**src/rtl/pipeline_sequencer.sv**
```systemverilog
// Pipeline control for the MIPS core: per-register enable/flush/bubble, valid tracking, halt latch, perf counters.
// Enables are combinational from ihit/dhit (zero latency); a dcache miss holds every register until dhit.
module pipeline_sequencer #(
    parameter int NREGS      = 4,
    parameter int MEM_REG    = 2,
    parameter int HAZ_REG    = 1,
    parameter int FLUSH_REGS = 2,
    parameter int CNT_W      = 32
) (
    input  logic             CLK,
    input  logic             nRST,
    input  logic             ihit,
    input  logic             dhit,
    input  logic             mem_req,
    input  logic             load_use,
    input  logic             redirect,
    input  logic             halt_req,
    output logic             pc_enable,
    output logic [NREGS-1:0] reg_enable,
    output logic [NREGS-1:0] reg_flush,
    output logic [NREGS-1:0] reg_bubble,
    output logic [NREGS-1:0] valid,
    output logic             halt,
    output logic             busy_mem,
    output logic [CNT_W-1:0] cycle_cnt,
    output logic [CNT_W-1:0] stall_cnt
);

    if (MEM_REG >= NREGS) begin : g_bad_mem_reg
        $error("pipeline_sequencer: MEM_REG must be below NREGS");
    end
    if (HAZ_REG >= NREGS) begin : g_bad_haz_reg
        $error("pipeline_sequencer: HAZ_REG must be below NREGS");
    end
    if (FLUSH_REGS > NREGS) begin : g_bad_flush_regs
        $error("pipeline_sequencer: FLUSH_REGS must not exceed NREGS");
    end

    localparam logic [CNT_W-1:0] CNT_ONE = CNT_W'(1);

    typedef enum logic [1:0] {
        RUN     = 2'd0,
        MEMWAIT = 2'd1,
        HALTED  = 2'd2
    } state_t;

    state_t           state;
    logic             live;
    logic             mem_active;
    logic             advance;
    logic             lu_bubble;
    logic [NREGS-1:0] valid_prev;
    logic [NREGS-1:0] valid_next;

    // Gating on nRST keeps every control output quiet while reset is held.
    assign live       = nRST & (state != HALTED);
    assign mem_active = valid[MEM_REG] & mem_req;
    assign advance    = mem_active ? dhit : ihit;
    assign busy_mem   = live & mem_active & ~dhit;
    assign lu_bubble  = live & advance & ~redirect & load_use;

    always_comb begin
        pc_enable  = 1'b0;
        reg_enable = '0;
        reg_flush  = '0;
        reg_bubble = '0;
        if (live && advance) begin
            pc_enable  = 1'b1;
            reg_enable = '1;
            if (redirect) begin
                for (int i = 0; i < NREGS; i++) begin
                    if (i < FLUSH_REGS) reg_flush[i] = 1'b1;
                end
            end else if (load_use) begin
                pc_enable = 1'b0;
                for (int i = 0; i < NREGS; i++) begin
                    if (i < HAZ_REG) reg_enable[i] = 1'b0;
                end
                reg_bubble[HAZ_REG] = 1'b1;
            end
        end
    end

    // Register 0 is always fed a real fetch; the others inherit from upstream.
    always_comb begin
        valid_prev    = valid << 1;
        valid_prev[0] = 1'b1;
        valid_next    = valid_prev & ~reg_flush & ~reg_bubble;
    end

    always_ff @(posedge CLK or negedge nRST) begin
        if (!nRST) begin
            valid <= '0;
        end else begin
            valid <= (reg_enable & valid_next) | (~reg_enable & valid);
        end
    end

    always_ff @(posedge CLK or negedge nRST) begin
        if (!nRST) begin
            state     <= RUN;
            halt      <= 1'b0;
            cycle_cnt <= '0;
            stall_cnt <= '0;
        end else begin
            case (state)
                RUN: begin
                    if (halt_req && valid[MEM_REG] && advance) begin
                        state <= HALTED;
                        halt  <= 1'b1;
                    end else if (mem_active && !dhit) begin
                        state <= MEMWAIT;
                    end
                end
                MEMWAIT: begin
                    if (halt_req && valid[MEM_REG] && advance) begin
                        state <= HALTED;
                        halt  <= 1'b1;
                    end else if (advance) begin
                        state <= RUN;
                    end
                end
                HALTED: begin
                    state <= HALTED;
                    halt  <= 1'b1;
                end
                default: begin
                    state <= RUN;
                    halt  <= 1'b0;
                end
            endcase

            if (state != HALTED) begin
                if (cycle_cnt != '1) cycle_cnt <= cycle_cnt + CNT_ONE;
                if ((!advance || lu_bubble) && stall_cnt != '1) stall_cnt <= stall_cnt + CNT_ONE;
            end
        end
    end

endmodule

```
**config.mk**
```make
export PLATFORM = sky130hd
export DESIGN_NAME = pipeline_sequencer
export DESIGN_NICKNAME = d
export VERILOG_FILES = /design/src/rtl/pipeline_sequencer.sv
export SDC_FILE = /design/constraint.sdc
export NUM_CORES = 1
export LEC_CHECK = 0
export ABC_AREA = 1
export CORE_MARGIN = 2
export CORE_UTILIZATION = 60
export CTS_BUF_LIST = sky130_fd_sc_hd__clkbuf_8
export CTS_CLUSTER_SIZE = 10
export DETAILED_ROUTE_END_ITERATION = 12
export DONT_BUFFER_PORTS = 1
export PLACE_DENSITY = 0.81
export SLEW_MARGIN = 20
export SYNTH_ARGS = -nofsm -noshare
export SYNTH_HDL_FRONTEND = slang
export SYNTH_SLANG_ARGS = --single-unit
```
**constraint.sdc**
```tcl
create_clock -name CLK -period 2.05 [get_ports CLK]
set_clock_uncertainty 0.1 [all_clocks]
set_input_delay 0.41 -clock CLK [delete_from_list [all_inputs] [get_ports CLK]]
set_output_delay 0.41 -clock CLK [all_outputs]
set_load 0.02 [all_outputs]
```
## Yosys cells after proc, flatten, opt, wreduce, memory -nomap -nowiden

Index checks and enable logic that the tools add are counted.

- Equality and inequality tests: 8
- Reductions and logical operators: 13
- $add $sub $neg: 2
- Muxes and demuxes: 17
- Bitwise operators: 17

Operators with widths:

| operator | count |
|---|---|
| $add 32x1->32 const B | 2 |
| $ne 32x32->1 const B | 2 |
| $and 4x4->4 | 4 |
| $mux 2 | 6 |
| $mux 1 | 8 |
| $not 2->4 | 2 |
| $and 1x1->1 | 7 |
| $ne 3x3->1 const B | 2 |
| $pmux 2 s3 | 1 |
| $reduce_and 2->1 | 3 |
| $logic_and 1x1->1 | 5 |
| $mux 4 | 1 |
| $not 4->4 | 1 |
| $or 4x4->4 | 1 |
| $eq 2x1->1 const B | 1 |
| $eq 2x2->1 const B | 1 |
| $logic_not 1->1 | 2 |
| $logic_not 2->1 | 1 |
| $ne 2x1->1 const B | 1 |
| $ne 2x2->1 const B | 1 |
| $not 1->1 | 2 |
| $pmux 1 s2 | 1 |
| $reduce_or 2->1 | 1 |
| $logic_or 1x1->1 | 1 |

- Output and inout port bits: 83
- Input bits: 8
- Register bits: 71
- Word-level logic and storage cells: 62

## Depth between registers and ports, before layout

- Word-level depth: 9
- Gate-level depth with buffers: 12
- Depth with buffers taken out: 10

## Least setup slack after synthesis

OpenSTA, ideal clock, no wires.

- Path type: register to output
- Start point: reg (tool-made name)
- End point: out reg_flush[1]
- Path slack: -0.196 ns
- Stages on the path, launching flop included: 7
- Arrival: 1.736 ns
- Path buffers: 1
- Path through: dfrtp_1 -> nand3_1 -> nand2_1 -> nor2_2 -> inv_1 -> nor2_1 -> buf_4

RTL lines:

| what | RTL line | RTL |
|---|---|---|
| to (decl) | 20 | `output logic [NREGS-1:0] reg_flush,` |

==> flow_summary.yaml <==
run_status:
  status: "finished with violations"
  violations: "negative hold slack"
place:
  dp.cells: 870
  port_buffers: 0
  place_area_um2: 5289
  place_congestion: 1.023
  dp_hpwl_mm: 9.886
flow_run:
  cap_violations: 0
global_route:
  track_usage_pct: 31.08
  overflow: 0
  antenna_found_initial: 0
  first_global_vias: 4427
  grt_pass1_wl_mm: 21.51
  grt_max_degree: 73
routing:
  viasPerCell: 5.308
  drc: 0
  detail-route-antenna-nets: 0
  drt_iter0_drc: 404
  drt-total-wl_mm: 13.42
  vias: 4729
  routedWlPerCell_um: 15.06
  dr.pass1.iters: 5
floorplanning:
  die_w_um: 93.56
  start_util_pct: 61.95
  row_count: 32
  die_area_um2: 8753
  ios: 91
  core-area_um2: 7767
  die_h_um: 93.56
yosys:
  synth_area_per_cell_um2: 6.702
  synth_seq_cells: 71
  syn_inst: 718
  syn_area_um2: 4812
  ys_warn_count: 0
  seq_area_frac_synth_pct: 36.92
  synth_cell_type_count: 30
critical_path:
  worstSetupEndpointType: "output pin"
  critPathCapture: "reg_enable[0]"
  crit_type: "reg2out"
  crit_path_start_kind: "register"
  slowest_stage: "dfrtp_2"
  r2r_cells: 9
  rrSetupSlack_ns: 0.17
  r2r_end: "cycle_cnt[31]"
  critPathMaxStageDelay_ns: 0.47
  r2r_start: "cycle_cnt[2]"
  cp_data_arrival_time_ns: 1.50
  crit_chain: "nand2_1 -> nand2_1 -> nand2_2 -> nor2_4 -> inv_4 -> nor2_4"
  required_ns: 1.54
  path_max_fanout: 5
sta:
  maxSlewViolCount: 0
  finalSetupViolations: 0
  rsz0062_at_grt: "yes"
  maxClockFrequency_ghz: 0.4984
  period_share_pct: 97.87
  whs_ns: -0.3572
  worst_slew_pin_slew_ns: 0.4988
  final_hold_viol_count: 71
  timing.slew.headroom_pct: 66.68
  finalCriticalPeriod_ns: 2.006
cts:
  clockRootBuffer: "clkbuf_8"
  h-tree-depth: 3
  clock_sinks: 71
  clock_latency_ns: 0.36
  cts_inserted_buffers: 9
  clk_pin_slew_worst_paths_ns: 0.09
  cts_buffer_depth: 2
  tritoncts: "built"
finish:
  design_area_um2: 5602
  nNetsFinal: 794
  final_cell_mix: "nand2_1 (381), nor2_1 (100), buf_4 (69), dfrtp_1 (68), inv_1 (28)"
  insertedDiodeCount: 0
  final_common_cell: "nand2_1"
  area_growth_pct: 16.41
  drive_gt1_share_pct: 15.34
  fin_cells: 891
pwr:
  p_per_area_nw_per_um2: 491.0
  cellLeakagePower_nw: 2.830
  peakVddDrop_uv: 374.9
hold_path:
  hp-class: "in2async"
## synth_stat cells (all sizes together)
cell / count / area share [%]
nand2: 392 / 32
nor2: 111 / 10
dfrtp: 71 / 37
inv: 31 / 2.4
nand3b: 27 / 4.2
buf: 21 / 3.8
xor2: 21 / 4.0
nand3: 14 / 1.7
xnor2: 11 / 2.0
o21ai: 10 / 1.3
nand4: 3 / 0.39
a21oi: 2 / 0.44
ha: 2 / 0.52
conb: 1 / 0.078
nor3: 1 / 0.10
## sequential cells by signal, summed over array words and instances, names as in the netlist, named ones only
register   cells
halt           1
state          2
stall_cnt     32
cycle_cnt     32
## metrics by stage
stage	power, mW	setup WS [ns]	utilization [%]	setup TNS, ns
2_1_floorplan	1.461	0.009724	-	0
3_3_place_gp	1.455	0.09142	68.09	0
3_5_place_dp	1.456	0.009133	68.09	0
4_1_cts	2.751	0.004123	71.17	0
5_1_grt	2.824	-0.07042	72.12	-0.2536
6_report	2.750	0.04366	72.12	0
## cell type report
cell class              instances  area (µm²)
clock inverters                 5       80.08
well taps                     102       127.6
fillers                       674        2166
repair buffers                 71       540.5
multi-input cells             600        2803
clock buffers                  11       151.4
inverters                      31       118.9
flip-flops and latches         71        1780
## kinds of logic after synthesis
group                    share of synthesized area [%]
other                                          0.07793
AND/OR/NAND/NOR                                  48.60
flip-flops                                       36.92
adder cells (fa/ha/maj)                         0.5199
buffers and inverters                            6.188
AO/OA/AOI/OAI                                    1.716
XOR/XNOR                                         5.980
## metal layers
layer	part of all wire (%)	up-vias	track usage [%]
met5	0	-	0
met2	45	213	47.06
met1	45	2168	44.81
met3	9.2	20	7.172
met4	1.4	0	8.575
li1	-	2328	-
## critical path: cells and delay by family, from the launching register on
| family | cells | cell delay [ns] |
|---|---|---|
| buffers and inverters | 1 | 0.07 |
| AND/OR/NAND/NOR | 5 | 0.61 |
| flip-flops | 1 | 0.47 |
## power by group
part / internal, mW / switching [mW] / total [mW]
clock network: 0.750 / 0.569 / 1.32
registers: 1.40 / 0 / 1.40
logic: 0.00779 / 0.0249 / 0.0327
total: 2.16 / 0.594 / 2.75
## worst min path at each step
| stage | startpoint | endpoint | cells past startpoint |
|---|---|---|---|
| final | nRST | cycle_cnt[31] | 0 |
| after global routing | nRST | cycle_cnt[27] | 0 |
| after CTS | nRST | cycle_cnt[12] | 0 |
| after detailed placement | nRST | cycle_cnt[3] | 0 |
| after global placement | nRST | cycle_cnt[2] | 0 |
| after floorplan | nRST | asynchronous set/reset pin | 0 |
## repair_timing
item,4_1_cts,5_1_grt
buffers inserted,0,4
endpoints found under the hold margin,71,71
gates resized for setup,4,8
gates cloned,0,1
pin swaps,1,2
setup endpoints to repair,6,43
(Power assumes the default switching activity.)
